`src/rtl/gps_ctrl_pkg.sv`:
```
// Shared types for the GPS acquisition/tracking control blocks.
package gps_ctrl_pkg;

    // IF counts per 40 ms window and Doppler set-points share this width.
    localparam int FREQ_W = 12;

    typedef enum logic [2:0] {
        ST_IDLE   = 3'd0,
        ST_SETTLE = 3'd1,
        ST_DWELL  = 3'd2,
        ST_LOCKED = 3'd3,
        ST_FAIL   = 3'd4
    } search_state_t;

    // |meas - set| <= tol, evaluated in a 13-bit signed difference so that
    // no 12-bit wrap can make a far-off measurement look settled.
    function automatic logic freq_within(input logic [FREQ_W-1:0] meas,
                                         input logic [FREQ_W-1:0] set,
                                         input int                tol);
        logic signed [FREQ_W:0] diff;
        logic signed [FREQ_W:0] lim;
        diff = $signed({1'b0, meas}) - $signed({1'b0, set});
        lim  = (FREQ_W+1)'(tol);
        return (diff <= lim) && (diff >= -lim);
    endfunction

endpackage

```
`src/rtl/run_counter.sv`:
```
// Counts qualifying strobes; a non-hit strobe restarts the run. 'reached'
// fires combinationally on the strobe that completes a run of N hits.
module run_counter #(
    parameter int N = 4
) (
    input  logic clk,
    input  logic rst,
    input  logic en,
    input  logic hit,
    input  logic clear,
    output logic reached
);
    localparam int W = $clog2(N + 1);

    logic [W-1:0] cnt_q, cnt_d;

    assign reached = en && hit && (cnt_q == W'(N - 1));

    // Next count: clear dominates, otherwise advance or restart on each strobe.
    always_comb begin
        cnt_d = cnt_q;
        if (clear) begin
            cnt_d = '0;
        end else if (en) begin
            if (!hit)         cnt_d = '0;
            else if (!reached) cnt_d = cnt_q + 1'b1;
        end
    end

    // Count register.
    always_ff @(posedge clk) begin
        if (rst) cnt_q <= '0;
        else     cnt_q <= cnt_d;
    end

endmodule

```
`src/rtl/doppler_search_ctrl.sv`:
```
// Doppler bin search: steps the set-point FMIN..FMAX, waits for the IF loop
// to settle, dwells watching code lock, and holds the bin while locked.
module doppler_search_ctrl
    import gps_ctrl_pkg::*;
#(
    parameter int FMIN       = 1000,
    parameter int FMAX       = 1100,
    parameter int STEP       = 10,
    parameter int TOL        = 2,
    parameter int SETTLE_MAX = 16,
    parameter int DWELL      = 8,
    parameter int LOCK_CNT   = 4,
    parameter int LOSS_CNT   = 3,
    parameter int MAX_SWEEPS = 3
) (
    input  logic              clk,
    input  logic              rst,
    input  logic              start,
    input  logic              abort,
    input  logic              meas_valid,
    input  logic [FREQ_W-1:0] iffreq,
    input  logic              codetrack,
    output logic [FREQ_W-1:0] dopset,
    output logic              doptrack,
    output logic              busy,
    output logic              locked,
    output logic              fail,
    output logic [1:0]        sweep
);

    search_state_t     state_q, state_d;
    logic [FREQ_W-1:0] dopset_q, dopset_d;
    logic [1:0]        sweep_q, sweep_d;
    logic              doptrack_q, busy_q, locked_q, fail_q;

    logic              settled, restart, next_bin;
    logic              settle_done, dwell_done, lock_done, loss_done;
    logic [FREQ_W:0]   bin_sum;
    logic [2:0]        sweep_inc;

    assign settled   = freq_within(iffreq, dopset_q, TOL);
    assign bin_sum   = {1'b0, dopset_q} + (FREQ_W+1)'(STEP);
    assign sweep_inc = {1'b0, sweep_q} + 3'd1;

    // Unsettled strobes in SETTLE (a settled one leaves the state anyway).
    run_counter #(.N(SETTLE_MAX)) u_settle (
        .clk(clk), .rst(rst), .clear(restart),
        .en(meas_valid && state_q == ST_SETTLE), .hit(!settled),
        .reached(settle_done));

    // Total strobes spent in DWELL.
    run_counter #(.N(DWELL)) u_dwell (
        .clk(clk), .rst(rst), .clear(restart),
        .en(meas_valid && state_q == ST_DWELL), .hit(1'b1),
        .reached(dwell_done));

    // Consecutive codetrack-high strobes in DWELL.
    run_counter #(.N(LOCK_CNT)) u_lock (
        .clk(clk), .rst(rst), .clear(restart),
        .en(meas_valid && state_q == ST_DWELL), .hit(codetrack),
        .reached(lock_done));

    // Consecutive codetrack-low strobes in LOCKED.
    run_counter #(.N(LOSS_CNT)) u_loss (
        .clk(clk), .rst(rst), .clear(restart),
        .en(meas_valid && state_q == ST_LOCKED), .hit(!codetrack),
        .reached(loss_done));

    // Next-state, set-point and sweep logic; restart clears all run counters.
    always_comb begin
        state_d  = state_q;
        dopset_d = dopset_q;
        sweep_d  = sweep_q;
        restart  = 1'b0;
        next_bin = 1'b0;
        if (abort) begin
            state_d = ST_IDLE;
            restart = 1'b1;
        end else begin
            case (state_q)
                ST_IDLE, ST_FAIL: begin
                    if (start) begin
                        state_d  = ST_SETTLE;
                        dopset_d = FREQ_W'(FMIN);
                        sweep_d  = '0;
                        restart  = 1'b1;
                    end
                end
                ST_SETTLE: begin
                    if (meas_valid && settled) begin
                        state_d = ST_DWELL;
                        restart = 1'b1;
                    end else if (settle_done) begin
                        next_bin = 1'b1;
                    end
                end
                ST_DWELL: begin
                    // Lock completing on the last dwell strobe still wins.
                    if (lock_done) begin
                        state_d = ST_LOCKED;
                        restart = 1'b1;
                    end else if (dwell_done) begin
                        next_bin = 1'b1;
                    end
                end
                ST_LOCKED: begin
                    if (loss_done) next_bin = 1'b1;
                end
                default: begin
                    state_d = ST_IDLE;
                    restart = 1'b1;
                end
            endcase
            if (next_bin) begin
                restart = 1'b1;
                state_d = ST_SETTLE;
                if (bin_sum > (FREQ_W+1)'(FMAX)) begin
                    dopset_d = FREQ_W'(FMIN);
                    sweep_d  = sweep_inc[1:0];
                    if (sweep_inc >= 3'(MAX_SWEEPS)) state_d = ST_FAIL;
                end else begin
                    dopset_d = bin_sum[FREQ_W-1:0];
                end
            end
        end
    end

    // State and registered outputs, all decoded from the next state.
    always_ff @(posedge clk) begin
        if (rst) begin
            state_q    <= ST_IDLE;
            dopset_q   <= FREQ_W'(FMIN);
            sweep_q    <= '0;
            doptrack_q <= 1'b0;
            busy_q     <= 1'b0;
            locked_q   <= 1'b0;
            fail_q     <= 1'b0;
        end else begin
            state_q    <= state_d;
            dopset_q   <= dopset_d;
            sweep_q    <= sweep_d;
            doptrack_q <= (state_d == ST_LOCKED);
            locked_q   <= (state_d == ST_LOCKED);
            fail_q     <= (state_d == ST_FAIL);
            busy_q     <= (state_d == ST_SETTLE) || (state_d == ST_DWELL) ||
                          (state_d == ST_LOCKED);
        end
    end

    assign dopset   = dopset_q;
    assign sweep    = sweep_q;
    assign doptrack = doptrack_q;
    assign busy     = busy_q;
    assign locked   = locked_q;
    assign fail     = fail_q;

endmodule

```
`config.mk`:
```
export PLATFORM = sky130hd
export DESIGN_NAME = doppler_search_ctrl
export DESIGN_NICKNAME = d
export VERILOG_FILES = /design/src/rtl/gps_ctrl_pkg.sv /design/src/rtl/run_counter.sv /design/src/rtl/doppler_search_ctrl.sv
export SDC_FILE = /design/constraint.sdc
export NUM_CORES = 1
export LEC_CHECK = 0
export ABC_AREA = 1
export BUFFER_PORTS_ARGS = -buffer_cell sky130_fd_sc_hd__buf_2
export CAP_MARGIN = 20
export CORE_MARGIN = 4
export CORE_UTILIZATION = 55
export CTS_BUF_LIST = sky130_fd_sc_hd__clkbuf_8
export DETAILED_ROUTE_END_ITERATION = 7
export PLACE_DENSITY = 0.76
export SETUP_SLACK_MARGIN = 0.02
export SLEW_MARGIN = 20
export SYNTH_ARGS = -nofsm -noshare
export SYNTH_HDL_FRONTEND = slang
export SYNTH_SLANG_ARGS = --single-unit
```
`constraint.sdc`:
```
create_clock -name clk -period 6.2 [get_ports clk]
set_clock_uncertainty 0.2 [all_clocks]
set_input_delay 0.62 -clock clk [delete_from_list [all_inputs] [get_ports clk]]
set_output_delay 0.62 -clock clk [all_outputs]
set_load 0.005 [all_outputs]
```
# Word level (Yosys, flattened, before mapping)
# Index checks and enable logic that the tools add are counted.
dict set report word_totals {
  ff_bits 34
  latch_bits 0
  mem_bits_rw 0
  rom_bits 0
  output_inout_bits 18
  memories 0
}
dict set report op_classes {
  n_addsub 7
  n_mul 0
  n_div 0
  order_cmp 4
  eq_ne 15
  n_shift 0
  n_mux 35
  n_bitwise 2
  n_reduce_logical 26
}
# cell count
set op_table {}
lappend op_table {{$mux W12} 4}
lappend op_table {{$mux W3} 9}
lappend op_table {{$eq A3 B2 Y1 const B} 5}
lappend op_table {{$add A12 B4 Y13 const B} 1}
lappend op_table {{$ge A13 B2 Y1 const B} 1}
lappend op_table {{$gt A13 B11 Y1 const B} 1}
lappend op_table {{$le A13 B3 Y1 const B} 1}
lappend op_table {{$sub A12 B12 Y13} 1}
lappend op_table {{$logic_and A1 B1 Y1} 12}
lappend op_table {{$mux W2} 6}
lappend op_table {{$pmux W3 S4} 1}
lappend op_table {{$mux W1} 11}
lappend op_table {{$mux W5} 2}
lappend op_table {{$reduce_and A2 Y1} 4}
lappend op_table {{$eq A3 B1 Y1 const B} 2}
lappend op_table {{$eq A3 B3 Y1 const B} 2}
lappend op_table {{$ne A2 B2 Y1 const B} 3}
lappend op_table {{$add A5 B1 Y5 const B} 1}
lappend op_table {{$eq A5 B4 Y1 const B} 1}
lappend op_table {{$add A4 B1 Y4 const B} 1}
lappend op_table {{$eq A4 B3 Y1 const B} 1}
lappend op_table {{$pmux W1 S4} 1}
lappend op_table {{$reduce_bool A2 Y1} 2}
lappend op_table {{$reduce_or A2 Y1} 2}
lappend op_table {{other kinds (11)} 14}

# Depth between registers and ports, before layout
dict set report depth {
  depth_word 15
  mapped_depth 21
}

# By module
# Synthesis repeated with hierarchy kept, for this count alone.
dict set report unflattened {
  hier_cells 508
  hier_area_um2 2959.1
}
# mod instances cells_per_inst area_per_inst_um2
set modules_own_cells {}
lappend modules_own_cells {doppler_search_ctrl 1 381 2105.8}
lappend modules_own_cells {{run_counter (u_settle)} 1 43 291.5}
lappend modules_own_cells {{run_counter (u_dwell)} 1 38 254.0}
lappend modules_own_cells {{run_counter (u_lock)} 1 28 180.2}
lappend modules_own_cells {{run_counter (u_loss)} 1 18 127.6}

# Least setup slack after synthesis
# OpenSTA, ideal clock, no wires.
dict set report synth_path {
  path_kind {input -> register}
  start {in iffreq[1]}
  end {reg u_loss.cnt_q[0]}
  setup_ns 0.066
  t_arrival_ns 2.492
  required_time_ns 5.934
  setup_slack_ns 3.442
  path_stages 18
  path_cell_list {inv_1 fa_1 inv_1 nand3_1 nand2_2 nand2_1 nand2_1 nand2_1 nand2_1 nand2_1 nor2_2 nand4_2 nand3_2 nand2_4 nor2_2 inv_2 buf_6 a21oi_2}
}
dict set report synth_via {
  elab_chain_len 13
}
# element line_no
set synth_rtl {}
lappend synth_rtl {{start, declared} doppler_search_ctrl.sv:21} ;# input logic [FREQ_W-1:0] iffreq,
lappend synth_rtl {{$sub A12 B12 Y13 (*)} gps_ctrl_pkg.sv:22} ;# diff = $signed({1'b0, meas}) - $signed({1'b0, set});
lappend synth_rtl {{$le A13 B3 Y1 / $ge A13 B2 Y1 (equally long branches)} gps_ctrl_pkg.sv:24} ;# return (diff <= lim) && (diff >= -lim);
lappend synth_rtl {{$logic_and A1 B1 Y1 (*)} gps_ctrl_pkg.sv:24}
lappend synth_rtl {{$logic_not A1 Y1} doppler_search_ctrl.sv:48} ;# .en(meas_valid && state_q == ST_SETTLE), .hit(!settled),
lappend synth_rtl {{$logic_and A1 B1 Y1 (2 in series)} run_counter.sv:17} ;# assign reached = en && hit && (cnt_q == W'(N - 1));
lappend synth_rtl {{$mux W1} doppler_search_ctrl.sv:93} ;# end else if (settle_done) begin
lappend synth_rtl {{$mux W1} doppler_search_ctrl.sv:90} ;# if (meas_valid && settled) begin
lappend synth_rtl {{$pmux W1 S3} doppler_search_ctrl.sv:80} ;# case (state_q)
lappend synth_rtl {{$mux W1} doppler_search_ctrl.sv:76} ;# if (abort) begin
lappend synth_rtl {{$mux W1 (*)} doppler_search_ctrl.sv:114} ;# if (next_bin) begin
lappend synth_rtl {{$mux W1 (*)} doppler_search_ctrl.sv:76}
lappend synth_rtl {{$reduce_or A2 Y1 (no source line) (*)} n/a}
lappend synth_rtl {{end signal, assigned} run_counter.sv:33} ;# else cnt_q <= cnt_d;
lappend synth_rtl {{end, declared} run_counter.sv:15} ;# logic [W-1:0] cnt_q, cnt_d;
# Mark *: on every way between the ends. The rest lies on a longest branch, timed or not. The select of a mux whose other input is x is not followed.
# A chain may end at the register's enable or synchronous reset.

# Worst setup path in the final report
dict set report layout_path {
  start {reg dopset_q[5] (netlist: dopset[5])}
  end {reg dopset_q[7] (netlist: dopset[7])}
}
dict set report layout_via {
  elab_chain_len 12
}
# element line_no
set layout_rtl {}
lappend layout_rtl {{start, declared} doppler_search_ctrl.sv:32} ;# logic [FREQ_W-1:0] dopset_q, dopset_d;
lappend layout_rtl {{start signal, assigned} doppler_search_ctrl.sv:132} ;# dopset_q <= FREQ_W'(FMIN);
lappend layout_rtl {{start signal, assigned} doppler_search_ctrl.sv:140} ;# dopset_q <= dopset_d;
lappend layout_rtl {{$sub A12 B12 Y13} gps_ctrl_pkg.sv:22}
lappend layout_rtl {{$le A13 B3 Y1 / $ge A13 B2 Y1 (equally long branches)} gps_ctrl_pkg.sv:24}
lappend layout_rtl {{$logic_and A1 B1 Y1} gps_ctrl_pkg.sv:24}
lappend layout_rtl {{$logic_not A1 Y1} doppler_search_ctrl.sv:48}
lappend layout_rtl {{$logic_and A1 B1 Y1 (2 in series)} run_counter.sv:17}
lappend layout_rtl {{$mux W1} doppler_search_ctrl.sv:93}
lappend layout_rtl {{$mux W1} doppler_search_ctrl.sv:90}
lappend layout_rtl {{$pmux W1 S3} doppler_search_ctrl.sv:80}
lappend layout_rtl {{$mux W1} doppler_search_ctrl.sv:76}
lappend layout_rtl {{$reduce_bool A2 Y1 (no source line)} n/a}
lappend layout_rtl {{$reduce_and A3 Y1 (no source line)} n/a}
# Parallel ways exist; a longest one is shown, timed or not. The select of a mux whose other input is x is not followed.

==> reports/metrics.cfg <==
[global_routing]
grt_start_max_net_pins = 14
grtUsageTotal_pct = 21.47
grt_pass1_vias = 2559
antenna_found_initial = 0
overflow = 0
grt_pass1_wl_microns = 10970

[logic_synthesis]
syn_inst = 438
syn_avg_cell_area_sq_um = 6.293
yosys_warnings = 0
synth_seq_cells = 33
ys_types = 39
ys_seq_area_share_pct = 23.97
netlist_area_sq_um = 2756

[die]
dieArea_sq_um = 6208
row_count = 25
die_w_microns = 78.79
start_util_pct = 57.59
die_h_microns = 78.79
io_pins = 36
core_sq_um = 4786

[sta]
tns_ps = 0
finalCriticalPeriod_ps = 2913
fmaxAchievable_mhz = 343.3
maxSlewViolCount = 0
setup_viol = 0
period_share_pct = 46.98
rsz0062_at_grt = false
hold_viol_final = 0

[routing]
drt_wl_total_microns = 6137
drc = 0
drtPass1Iterations = 5
viasPerCell = 5.096
dr_total_vias = 2752
routedWlPerCell_microns = 11.36
drt_iter0_markers = 114
ant_nets = 0

[critical_path]
crit_required_ps = 6160
critPathCaptureType = register
crit_chain = inv_1 -> ha_1 -> nand2_1 -> nor2_1 -> nand2_1 -> nand3_1 -> nand2_1 -> nand2_1 -> nand2_1 -> nor2_1 -> nand4_2 -> nand3_2 -> nand2_4 -> inv_4 -> nand2_4 -> nand2_4 -> inv_2 -> nand2_1 -> nand3_1
cpMaxStageDelayCell = dfxtp_1
cpPeakStageDelay_ps = 440
critical_path_arrival_ps = 2870
cp.buffers_inverters = 3
critPathLaunchType = register
worstSetupPathType = register to register
crit_family = simple AND/OR/NAND/NOR gates
worstPathMaxFanout = 13
cp_common_cell = nand2_1

[power_and_ir_drop]
power_density_nw_per_um2 = 184.8
worst_ir_drop_vdd_uv = 204.1
cellLeakagePower_nw = 1.658
total_power_mw = 0.5681

[cts]
clockRootBuffer = clkbuf_8
cts_setup_buffers = 0
cts_tree = done
clk_pin_slew_ps = 70
clockBufferDepth = 2
htreeDepth = 2
clk-insertion-delay-late_ps = 280
cts_made_buffers = 5
cts_sinks = 33
ctsResizeCount = 0
hold_buffers = 0

[place]
gp_congestion = 0.8695
postPlaceCellArea_sq_um = 2958
portBuffers = 34
dp_hpwl_microns = 4936

[finish]
n_antenna_cell = 0
nets = 511
final_cell_mix = nand2_1, inv_1, nand3_1, nor2_1, buf_2
finalInstanceArea_sq_um = 3074
post-route-util_pct = 64.24
final_common_cell = nand2_1
drive_gt1_share_pct = 16.91
syn_to_final_growth_pct = 11.53

[job]
maxCapViolCount = 0

[outcome]
status = finished clean

[hold_path]
min_path_type = register to register

## sequential cells by signal, indices dropped and copies added, names as in the netlist
| register | count |
|---|---|
| u_loss.cnt_q | 2 |
| u_settle.cnt_q | 5 |
| sweep | 2 |
| u_lock.cnt_q | 3 |
| fail | 1 |
| state_q | 3 |
| locked | 1 |
| u_dwell.cnt_q | 4 |
| dopset | 11 |
| busy | 1 |
## per-layer routing
| metal | track usage, % | routed length, microns | vias to the layer above |
|---|---|---|---|
| li1 | - | - | 1440 |
| met1 | 30.05 | 3056 | 1219 |
| met2 | 33.79 | 2689 | 81 |
| met3 | 3.628 | 289 | 12 |
| met4 | 6.294 | 102 | 0 |
| met5 | 0 | 0 | - |
## report_power, final
| part | internal (mW) | switching (mW) |
|---|---|---|
| clock | 0.129 | 0.0779 |
| sequential | 0.217 | 0.00645 |
| combinational | 0.0488 | 0.0887 |
| total | 0.395 | 0.173 |
## worst min-delay path, cell delays in order, from the launching register on
cell,delay [ps]
dfxtp_1,310
nand2_1,70
a21oi_2,50
## cell families after synthesis
kind of cell	share of synthesized area, %
simple gates	41.44
buf+inv	12.76
compound gates	8.988
flops	23.97
fa+ha+maj	9.805
xor+xnor	2.542
other cells	0.1360
mux	0.3632
## synth_stat cells, drive strengths merged
master,count,area [sq um]
nor2b,1,6.260
nand3b,3,22.52
dfxtp,33,660.6
o211a,1,10.01
nand2,134,535.5
mux2i,1,10.01
nand4,8,62.56
a211oi,1,7.510
ha,20,250.2
a21oi,13,76.33
a31oi,2,12.51
conb,1,3.750
nor2,47,206.5
clkbuf,3,11.26
xnor2,1,8.760
or2,3,18.77
inv,78,295.3
buf,5,45.04
o21ai,19,98.84
xor2,7,61.31
a22oi,1,7.510
nor3,12,65.06
a21o,1,7.510
nand3,41,225.2
fa,1,20.02
a32oi,1,27.53
## area by class of cell
type	instances	area, sq um
inverters	78	295.3
repair buffers	34	170.2
multi-input cells	320	1748
fillers	441	1712
well taps	67	83.83
clock inverters	2	33.78
clock buffers	6	82.58
flip-flops and latches	33	660.6
## metrics by stage
stage               std cells  hold slack (ps)  worst slack [ps]
floorplan                 439            247.9              3442
global placement          532            258.6              3106
detailed placement        532            262.2              3025
CTS                       540            276.8              3304
global route              540            307.9              2956
finish                    540            276.2              3287
## worst paths after layout
| check | start | slack [ps] | end | depth (start not counted) |
|---|---|---|---|---|
| min | u_loss.cnt_q[0]$_SDFFE_PP0P_ | 280 | u_loss.cnt_q[0]$_SDFFE_PP0P_ | 2 |
| min reg2reg | u_loss.cnt_q[0]$_SDFFE_PP0P_ | 280 | u_loss.cnt_q[0]$_SDFFE_PP0P_ | 2 |
| max reg2reg | dopset[5]$_SDFFE_PP1P_ | 3290 | dopset[7]$_SDFFE_PP1P_ | 19 |
| max | dopset[5]$_SDFFE_PP1P_ | 3290 | dopset[7]$_SDFFE_PP1P_ | 19 |
Note: power is estimated with default switching activity, not from simulation.
